## src/rtl/fifo_flex.sv

```systemverilog
// fifo_flex: parameterized synchronous FIFO with a wrap-bit pointer scheme,
// registered or first-word fall-through read, level flags and sticky errors.
module fifo_flex #(
  parameter int nrOfEntries      = 16,
  parameter int bitWidth         = 32,
  parameter int almostFullLevel  = 12,
  parameter int almostEmptyLevel = 4,
  parameter int fwft             = 0
) (
  input  logic                               clock,
  input  logic                               reset,
  input  logic                               push,
  input  logic [bitWidth-1:0]                pushData,
  input  logic                               pop,
  input  logic                               clearErrors,
  output logic [bitWidth-1:0]                popData,
  output logic                               popValid,
  output logic                               full,
  output logic                               empty,
  output logic                               almostFull,
  output logic                               almostEmpty,
  output logic [$clog2(nrOfEntries):0]       fillCount,
  output logic                               overflow,
  output logic                               underflow
);

  localparam int AW = $clog2(nrOfEntries);
  localparam logic [AW:0] ONE     = (AW+1)'(1);
  localparam logic [AW:0] FULLCNT = (AW+1)'(nrOfEntries);
  localparam logic [AW:0] AFLVL   = (AW+1)'(almostFullLevel);
  localparam logic [AW:0] AELVL   = (AW+1)'(almostEmptyLevel);

  logic [bitWidth-1:0] mem [nrOfEntries];
  logic [AW:0]         wrPtr, rdPtr, count;
  logic                popAcc, pushAcc;

  // Flags decode only registered state; no push/pop path into them.
  assign full        = (count == FULLCNT);
  assign empty       = (count == '0);
  assign almostFull  = (count >= AFLVL);
  assign almostEmpty = (count <= AELVL);
  assign fillCount   = count;

  // A pop frees a slot in the same cycle, so a full FIFO can take a push alongside it.
  assign popAcc  = pop & ~empty;
  assign pushAcc = push & (~full | popAcc);

  // Pointers and occupancy; the extra pointer bit lets all entries be used.
  always_ff @(posedge clock) begin
    if (reset) begin
      wrPtr <= '0;
      rdPtr <= '0;
      count <= '0;
    end else begin
      if (pushAcc) wrPtr <= wrPtr + ONE;
      if (popAcc)  rdPtr <= rdPtr + ONE;
      case ({pushAcc, popAcc})
        2'b10:   count <= count + ONE;
        2'b01:   count <= count - ONE;
        default: count <= count;
      endcase
    end
  end

  // Storage write; contents are left unreset and untouched by rejected pushes.
  always_ff @(posedge clock) begin
    if (pushAcc) mem[wrPtr[AW-1:0]] <= pushData;
  end

  // Sticky error flags; a new error wins over a same-cycle clear.
  always_ff @(posedge clock) begin
    if (reset) begin
      overflow  <= 1'b0;
      underflow <= 1'b0;
    end else begin
      if (push & ~pushAcc)  overflow <= 1'b1;
      else if (clearErrors) overflow <= 1'b0;
      if (pop & empty)      underflow <= 1'b1;
      else if (clearErrors) underflow <= 1'b0;
    end
  end

  generate
    if (fwft == 0) begin : g_regRead
      // Registered read: capture the head word on the accepting edge; the
      // read sees the pre-edge array even when a full-FIFO push hits the same slot.
      always_ff @(posedge clock) begin
        if (reset) begin
          popData  <= '0;
          popValid <= 1'b0;
        end else begin
          popValid <= popAcc;
          if (popAcc) popData <= mem[rdPtr[AW-1:0]];
        end
      end
    end else begin : g_fwftRead
      // Fall-through: head word is shown whenever something is stored.
      assign popData  = empty ? '0 : mem[rdPtr[AW-1:0]];
      assign popValid = ~empty;
    end
  endgenerate

endmodule

```

## config.mk

```make
export PLATFORM = sky130hd
export DESIGN_NAME = fifo_flex
export DESIGN_NICKNAME = d
export VERILOG_FILES = /design/src/rtl/fifo_flex.sv
export SDC_FILE = /design/constraint.sdc
export NUM_CORES = 1
export LEC_CHECK = 0
export CAP_MARGIN = 20
export CORE_UTILIZATION = 50
export DETAILED_ROUTE_END_ITERATION = 10
export PLACE_DENSITY = 0.7
export SLEW_MARGIN = 0
export SYNTH_ARGS = -nofsm -noshare
export SYNTH_HDL_FRONTEND = slang
export SYNTH_SLANG_ARGS = --single-unit
```

## constraint.sdc

```tcl
create_clock -name clock -period 4.1 [get_ports clock]
set_input_delay 0.82 -clock clock [delete_from_list [all_inputs] [get_ports clock]]
set_output_delay 0.82 -clock clock [all_outputs]
set_load 0.005 [all_outputs]
```

# Yosys cells after proc, flatten, opt, wreduce, memory -nomap -nowiden
# Memory sizes are Yosys's and may differ from the RTL's. A register that Yosys moved wholly into a read port is not among the register bits.
# Cells that the tools add are included.
[word_totals]
ram_bits = 512
word_cells = 34
n_memories = 1
ff_bits = 18
output_inout_bits = 44
latch_bits = 0
in_bits = 37
romBits = 0
[classes]
reduce_logical = 4
div = 0
n_mul = 0
eq_ne = 3
addsub = 4
mux = 6
n_lt_le_gt_ge = 2
n_bitwise = 8
shifts = 0
[memory_table]
columns = ["name", "depth", "word_bits", "rd", "rd_clocked_by_memory_dff", "wr", "line", "rtl"]
rows = [
  ["mem", 16, 32, 1, 1, 1, "33", "logic [bitWidth-1:0] mem [nrOfEntries];"],
]
[op_table]
columns = ["cell", "n"]
rows = [
  ["adder 5 x 1 -> 5 bit (second input constant)", 3],
  ["case mux 5 bit (2 select lines)", 1],
  ["nonzero test 2 bit", 3],
  ["equality test 5 bit (second input constant)", 1],
  ["greater-or-equal comparator 5 x 4 -> 1 bit (second input constant)", 1],
  ["<= comparator 5 x 3 -> 1 bit (second input constant)", 1],
  ["zero test 5 bit", 1],
  ["two-way mux 1 bit", 5],
  ["subtractor 5 x 1 -> 5 bit (second input constant)", 1],
  ["bitwise AND 1 bit", 4],
  ["NOT 1 bit", 3],
  ["equality test 2 x 1 -> 1 bit (second input constant)", 1],
  ["equality test 2 bit (second input constant)", 1],
  ["bitwise OR 1 bit", 1],
]

# Longest topological paths before layout
# Gate-level depths: netlist of the first run.
[logic_depth]
ltp_word = 8
mapped_depth = 9
ltp_nobuf = 8

# Worst setup path before layout of the first run
# OpenSTA, ideal clock, no wires.
[synth_path]
path_kind = "input port to flip-flop"
start = "in pop"
end = "mem mem[0][0] (enable)"
path_stages = 4
required_time_ps = 3639
arrival_time_ps = 3725
setup_slack_ps = -86
n_path_buf = 1
setup_ps = 461
path_cell_list = "clkbuf_1 o31a_1 nand2_1 nor3_1"
[synth_between]
elab_chain_len = 5
[synth_lines]
columns = ["item", "line", "rtl"]
rows = [
  ["start: declaration", "14", "input logic pop,"],
  ["bitwise AND 1 bit", "45", "assign popAcc = pop & ~empty;"],
  ["bitwise OR 1 bit", "46", "assign pushAcc = push & (~full | popAcc);"],
  ["bitwise AND 1 bit", "46", ""],
  ["two-way mux 1 bit", "67", "if (pushAcc) mem[wrPtr[AW-1:0]] <= pushData;"],
  ["two-way mux 1 bit (implied by the code)", "67", ""],
  ["end: declaration", "33", ""],
]
# No other way between the ends.

# Worst setup path after layout of the first run
[layout_path]
start = "reg count[0] (netlist: fillCount[0])"
end = "out empty"
[layout_between]
elab_chain_len = 1
[layout_lines]
columns = ["item", "line", "rtl"]
rows = [
  ["start: declaration", "34", "logic [AW:0] wrPtr, rdPtr, count;"],
  ["start signal: assignment", "58", "2'b10: count <= count + ONE;"],
  ["start signal: assignment", "59", "2'b01: count <= count - ONE;"],
  ["start signal: assignment", "60", "default: count <= count;"],
  ["zero test 5 bit", "39", "assign empty = (count == '0);"],
  ["end: declaration", "19", "output logic empty,"],
]
# No other way between the ends.

==> summary.txt, run 1 <==
Synthesis
  • Top FF cell, synth: edfxtp_1
  • Synth top cells by count: edfxtp_1, mux4_2, nor2_1, dfxtp_1
  • Cell Area, Synth: 0.02140 sq mm
  • Ys async rst share: 0%
  • Syn_nets: 1028
  • Synth Area in Compound Gates: 2.292%
  • EDFF count, synth: 512
  • Cell variety after synth: 41
  • Synth Area in Simple Gates: under 10%
  • Mapped Cells: 982
  • Synth Area in XOR/XNOR: 0.2865%
  • Seq/Total Area, Yosys: 76.34%
  • Avg Cell Area, Syn: 21.79 sq um
  • Area share of the largest cell type after synthesis: approximately 70%
  • Post-synthesis mux area share: 17.05%
  • Area contributors post-synth: edfxtp_1, mux4_2, dfxtp_1, mux2_2, mux2i_1
  • Yosys warnings: 0
  • Most numerous cell in the Yosys netlist: edfxtp_1
  • Largest family of logic cells by synthesized area: multiplexers
  • Adder-Cell Fraction of Synth Area: less than 1%
  • Yosys reg bits: 560
  • Area leader, netlist: edfxtp_1

Critical path
  • WS Path Type: flip-flop to output port
  • Cell Chain, Critical Path: or4_4, nor2_1, clkdlybuf4s50_1
  • Critical Path AT: 2.37 ns
  • CP max FO: 11
  • CP Launch Type: flip-flop
  • Data required, critical path: 3.28 ns
  • Max stage delay on crit path: between 0.6 and 0.7 ns
  • Slowest library cell on the worst path: or4_4
  • Critical Path Sink Type: output port
  • Critical path's top delay family: simple AND/OR/NAND/NOR gates
  • Buf/Inv on CP: 1

Layout
  • Layout cells sized above 1: a little over a quarter
  • Register area: 0.01635 sq mm
  • # fillers: 2957
  • Footprint of the multi-input gates: 0.004886 sq mm
  • Fin nets: around 1200
  • Inserted Diodes: 0
  • Synthesis-to-finish area growth: 16.60%
  • Util after Layout: 59.35%

Floorplanning
  • Die H: 208.9 microns
  • I/O Pins: 81
  • Cell row count: 75
  • Core area: 0.04204 sq mm
  • Initial Utilization: 50.90%
  • Die Wd: around 210 microns
  • Die area: 0.04363 sq mm

Power and ir drop
  • Pwr dens: 560.7 mW/mm^2
  • VDD IR-drop max: 423.0 uV
  • Leakage power: 7.751 nW

Clock network
  • H-Tree Depth: 2
  • CTS buffer count: 54
  • CTS Buffer Depth: 3
  • Setup repair bufs after CTS: 0
  • CTS tree: yes
  • Root Buffer: clkbuf_16
  • Post-cts resize count: 0
  • Clock Latency Late Sink: around 0.6 ns
  • Clock-pin slew on the worst setup and hold paths: 0.06 ns
  • Hold buffer count at cts: 0
  • Sink Count: 560

Global routing
  • First-pass GRT wire length: 65.45 mm
  • Number of global-route vias before repair: 10450
  • Largest net degree at the start of global routing: 58
  • Initial antenna violation count: 1
  • Total GRT Usage: between 20% and 30%
  • Total grt overflow: 0

Timing
  • Slew Viols, Final: 0
  • Tmin final: 3.192 ns
  • Crit share post-route: ~80%
  • Setup violators final: 0
  • Unrepaired setup endpoints after global routing: false
  • Clk_skew: 0.01888 ns
  • Final hold viol count: 0
  • Max Fclk: 313.3 MHz
  • Worst-Margin Slew: 1.135 ns
  • Setup TNS: 0 ns
  • Slew headroom: 24.36%

Routing
  • Vias per Instance: between 5 and 6
  • # DRC: 0
  • Router iterations before antenna repair: 5
  • Antenna violation net count after detailed routing: 0
  • Iter 0 DRT Violations: 992
  • WL per Instance: 25.29 microns
  • Routed vias: 9970
  • WL final: around 43 mm

Placed design
  • GPL Wtd Cong: 0.7529
  • IO Port Bufs: 80
  • Post-DP HPWL: 24.68 mm

Min path
  • Hold Crit Class: flip-flop to flip-flop

Outcome
  • Outcome: finished, final reports clean

Flow run
  • Max_cap viols: 0
[layer usage]
metal  GRT usage, %  vias up  wire length, microns
met4          5.553        2                   647
met3          3.141       45                  2544
met1          29.81     5265                 18780
met5              0        -                    13
met2          32.16      314                 20810
li1               -     4344                     -
[final cells by class]
| cell class | instances | area share, % |
|---|---|---|
| timing repair buffer | 122 | 4.824 |
| multi-input combinational | 362 | 19.58 |
| inverter | 7 | 0.1053 |
| tap | 539 | 2.703 |
| clock buffer | 73 | 5.907 |
| sequential | 560 | 65.52 |
| clock inverter | 29 | 1.359 |
[power breakdown]
| group | internal [mW] | total (mW) | switching (mW) | leakage, nW |
|---|---|---|---|---|
| clock | 2.97 | 5.03 | 2.06 | 0.876 |
| sequential | 6.48 | 6.70 | 0.220 | 5.02 |
| combinational | 1.22 | 2.26 | 1.04 | 1.86 |
| total | 10.7 | 14.0 | 3.32 | 7.75 |
[cells by family after synthesis]
group | count (synthesis)
DFF | 560
adders and majority gates | 9
buffers and inverters | 60
muxes | 200
AOI/OAI and AO/OA | 50
and+or+nand+nor | 96
xor gates and xnor gates | 7
[sequential cells by signal, summed over array words and instances (netlist names)]
| signal | cells |
|---|---|
| popValid | 1 |
| underflow | 1 |
| popData | 32 |
| overflow | 1 |
| fillCount | 5 |
| wrPtr | 4 |
| mem | 512 |
| rdPtr | 4 |
[cell usage in the layout, fill, tap and decap left out, types with 15 or more instances in the layout]
cell type and instances:
buf_4 35, a221o_1 32, clkdlybuf4s50_1 80, dfxtp_1 45
clkbuf_16 55, nor2_1 52, clkbuf_1 15, mux2_2 36
mux4_2 128, edfxtp_1 512, mux2i_1 36
[path summary, 6_finish.rpt]
path / slack [ns] / start / endpoint / cells past startpoint
min: 0.48 / overflow$_SDFFE_PP0P_ / overflow$_SDFFE_PP0P_ / 2
min reg2reg: 0.48 / overflow$_SDFFE_PP0P_ / overflow$_SDFFE_PP0P_ / 2
max: 0.91 / fillCount[0]$_SDFFE_PP0P_ / empty / 3
max reg2reg: 1.18 / fillCount[4]$_SDFFE_PP0P_ / fillCount[4]$_SDFFE_PP0P_ / 8
[worst register-to-register path: cells and delay by family, from the launching register on]
kind / cells / cell delay (ns)
multiplexers: 1 / 0.36
AO/OA/AOI/OAI: 3 / 0.79
flip-flops: 1 / 0.67
adder cells (fa/ha/maj): 1 / 0.42
buffers and inverters: 2 / 0.43
AND/OR/NAND/NOR: 1 / 0.18
[per-stage QoR]
step	instance area (sq um)	power, mW	setup WS, ns	instances	hold slack, ns
6_report	24950	13.99	0.9079	1692	0.4816
3_3_place_gp	23140	9.088	0.7149	1590	0.4683
4_1_cts	24950	14.13	0.8760	1692	0.4886
3_5_place_dp	23140	9.119	0.6779	1590	0.4763
2_1_floorplan	21410	8.254	0.4818	982	0.4658
5_1_grt	24950	14.52	0.8222	1692	0.5207
Power figures use the tool's default switching activity.
==> run 2, diff against run 1 <==
--- a/config.mk
+++ b/config.mk
@@ -8,7 +8,7 @@
 export CAP_MARGIN = 20
 export CORE_UTILIZATION = 50
 export DETAILED_ROUTE_END_ITERATION = 10
-export PLACE_DENSITY = 0.7
+export PLACE_DENSITY = 0.67
 export SLEW_MARGIN = 0
 export SYNTH_ARGS = -nofsm -noshare
 export SYNTH_HDL_FRONTEND = slang
==> constraint.sdc (replaced) <==
create_clock -name clock -period 3 [get_ports clock]
set_input_delay 0.6 -clock clock [delete_from_list [all_inputs] [get_ports clock]]
set_output_delay 0.6 -clock clock [all_outputs]
set_load 0.005 [all_outputs]
==> run 2 against run 1 <==
Net effect: clock-buffer cell count is 3 lower; flip-flop and latch count stayed put; die area stayed put; register-to-register slack worse by 0.87 ns; largest cell class unchanged.
==> summary.txt, run 2 (synthesis results as in run 1) <==
Outcome
  • Outcome: finished, final reports clean

Layout
  • Post-route design area: 0.02529 sq mm
  • Most frequent cells in the layout: edfxtp_1, mux4_2, clkdlybuf4s50_1, clkbuf_16, nor2_1
  • Synthesis-to-finish area growth: 18.19%
  • Inserted Diodes: 0
  • Largest register FFs: 512
  • Fin nets: 1179
  • Layout cells sized above 1: around 28%
  • Commonest non-fill, non-tap cell in the layout: edfxtp_1

Global routing
  • Number of global-route vias before repair: 10370
  • Largest net degree at the start of global routing: between 50 and 60
  • First-pass GRT wire length: roughly 67 mm
  • Total GRT Usage: 20.86%
  • Initial antenna violation count: 0
  • Total grt overflow: 0

Power and ir drop
  • Leakage power: 7.888 nW
  • VDD IR-drop max: 587.6 uV
  • Pwr dens: 741.6 mW/mm^2
  • Final Total Pwr: 18.76 mW

Placed design
  • Post-DP HPWL: 26.12 mm
  • GPL Wtd Cong: 0.7523
  • Post-DP Area: 0.02362 sq mm
  • IO Port Bufs: 80

Timing
  • Setup violators final: 0
  • Slew headroom: 47.39%
  • Crit share post-route: roughly 95%
  • Final hold viol count: 0
  • Slew Viols, Final: 0
  • Worst-Margin Slew: 0.7854 ns
  • Max Fclk: 352.0 MHz
  • Clk_skew: approximately 0.015 ns
  • Unrepaired setup endpoints after global routing: false
  • Worst hold slack: 0.4838 ns
  • Tmin final: 2.841 ns

Flow run
  • Max_cap viols: 0

Clock network
  • Post-cts resize count: 0
  • CTS Buffer Depth: 3
  • Clock-pin slew on the worst setup and hold paths: 0.07 ns
  • H-Tree Depth: 2
  • Root Buffer: clkbuf_16
  • Clock Latency Late Sink: 0.61 ns
  • CTS tree: yes
  • CTS buffer count: between 50 and 60
  • Sink Count: 560

Floorplanning
  • I/O Pins: 81
  • Core area: 0.04204 sq mm
  • Cell row count: 75
  • Die Wd: 208.9 microns
  • Die area: 0.04363 sq mm
  • Die H: 208.9 microns
  • Initial Utilization: 50.90%

Critical path
  • CP max FO: 6
  • Critical path's top delay family: simple AND/OR/NAND/NOR gates
  • Slowest library cell on the worst path: or4_4
  • Data required, critical path: approximately 2.4 ns
  • Critical Path Sink Type: output port
  • Max stage delay on crit path: 0.59 ns
  • Buf/Inv on CP: 1
  • Cell Chain, Critical Path: or4_4, nor2_1, clkdlybuf4s50_1
  • CP Launch Type: flip-flop
  • Critical Path AT: 2.24 ns
  • WS Path Type: flip-flop to output port

Routing
  • # DRC: 0
  • WL final: 43.90 mm
  • Routed vias: between 10000 and 15000
  • Antenna violation net count after detailed routing: 0
  • Router iterations before antenna repair: 5
  • Vias per Instance: 5.851
  • WL per Instance: between 20 and 30 microns
  • Iter 0 DRT Violations: 835

Min path
  • Hold Crit Class: flip-flop to flip-flop
-- run 2: cell count changes in the layout (fill, tap and decap cells not counted) --
cell,before,now
buf_12,7,31
bufinv_16,7,1
nor3_4,3,4
clkbuf_1,15,14
clkbuf_8,3,1
clkinvlp_4,3,1
buf_4,35,36
nor3_2,1,0
inv_16,0,2
clkinv_2,8,14
inv_6,0,2
clkinv_4,0,2
clkinv_8,2,0
-- run 2: path summary, 6_finish.rpt --
check / start / endpoint / slack, ns / cells past startpoint
max reg2reg: fillCount[1]$_SDFFE_PP0P_ / popData[0]$_SDFFE_PP0P_ / 0.31 / 6
max: fillCount[1]$_SDFFE_PP0P_ / empty / 0.16 / 3
min reg2reg: popData[6]$_SDFFE_PP0P_ / popData[6]$_SDFFE_PP0P_ / 0.48 / 1
min: popData[6]$_SDFFE_PP0P_ / popData[6]$_SDFFE_PP0P_ / 0.48 / 1
-- run 2: final cells by class --
| cell class | count | area (sq um) |
|---|---|---|
| Tap cell | 539 | 674.4 |
| Inverter | 7 | 26.28 |
| Clock inverter | 31 | 216.5 |
| Clock buffer | 70 | 1443 |
| Timing Repair Buffer | 147 | 1692 |
| Multi-Input combinational cell | 362 | 4892 |
| Sequential cell | 560 | 16350 |
| Fill cell | 2955 | 16750 |
-- run 2: repair_timing --
item                                    CTS  global route
hold buffers                              0             0
endpoints found under the setup margin    1             1
buffers inserted                          0             1
pin swaps                                 1             1
-- run 2: worst reg2reg max path: stages (launching register included) --
cell and delay [ns]:
dfxtp_1 0.36, or4_4 0.59, buf_4 0.21, o21ai_4 0.21, nor2b_4 0.68, buf_4 0.39
a221o_1 0.20
-- run 2: per-layer routing --
metal / up-vias / global-route usage (%) / part of all wire (%)
met5: - / 0 / 0
met4: 0 / 4.462 / 1.5
met3: 55 / 3.697 / 5.6
met2: 273 / 32.72 / 48
met1: 5314 / 30.98 / 45
li1: 4399 / - / -
-- run 2: report_power, final --
group	total [mW]	internal, mW	switching, mW
Combinational	3.30	1.76	1.54
Sequential	9.08	8.86	0.216
Clock	6.38	3.51	2.87
-- run 2: through the flow --
step / setup TNS (ns) / setup slack, ns / instances / util, %
3_5_place_dp: 0 / 0.1259 / 1614 / 56.19
6_report: 0 / 0.1595 / 1716 / 60.16
2_1_floorplan: -24.31 / -0.1098 / 982 / -
5_1_grt: 0 / 0.07515 / 1716 / 60.16
4_1_cts: 0 / 0.03800 / 1715 / 60.14
3_3_place_gp: 0 / 0.1615 / 1614 / 56.19
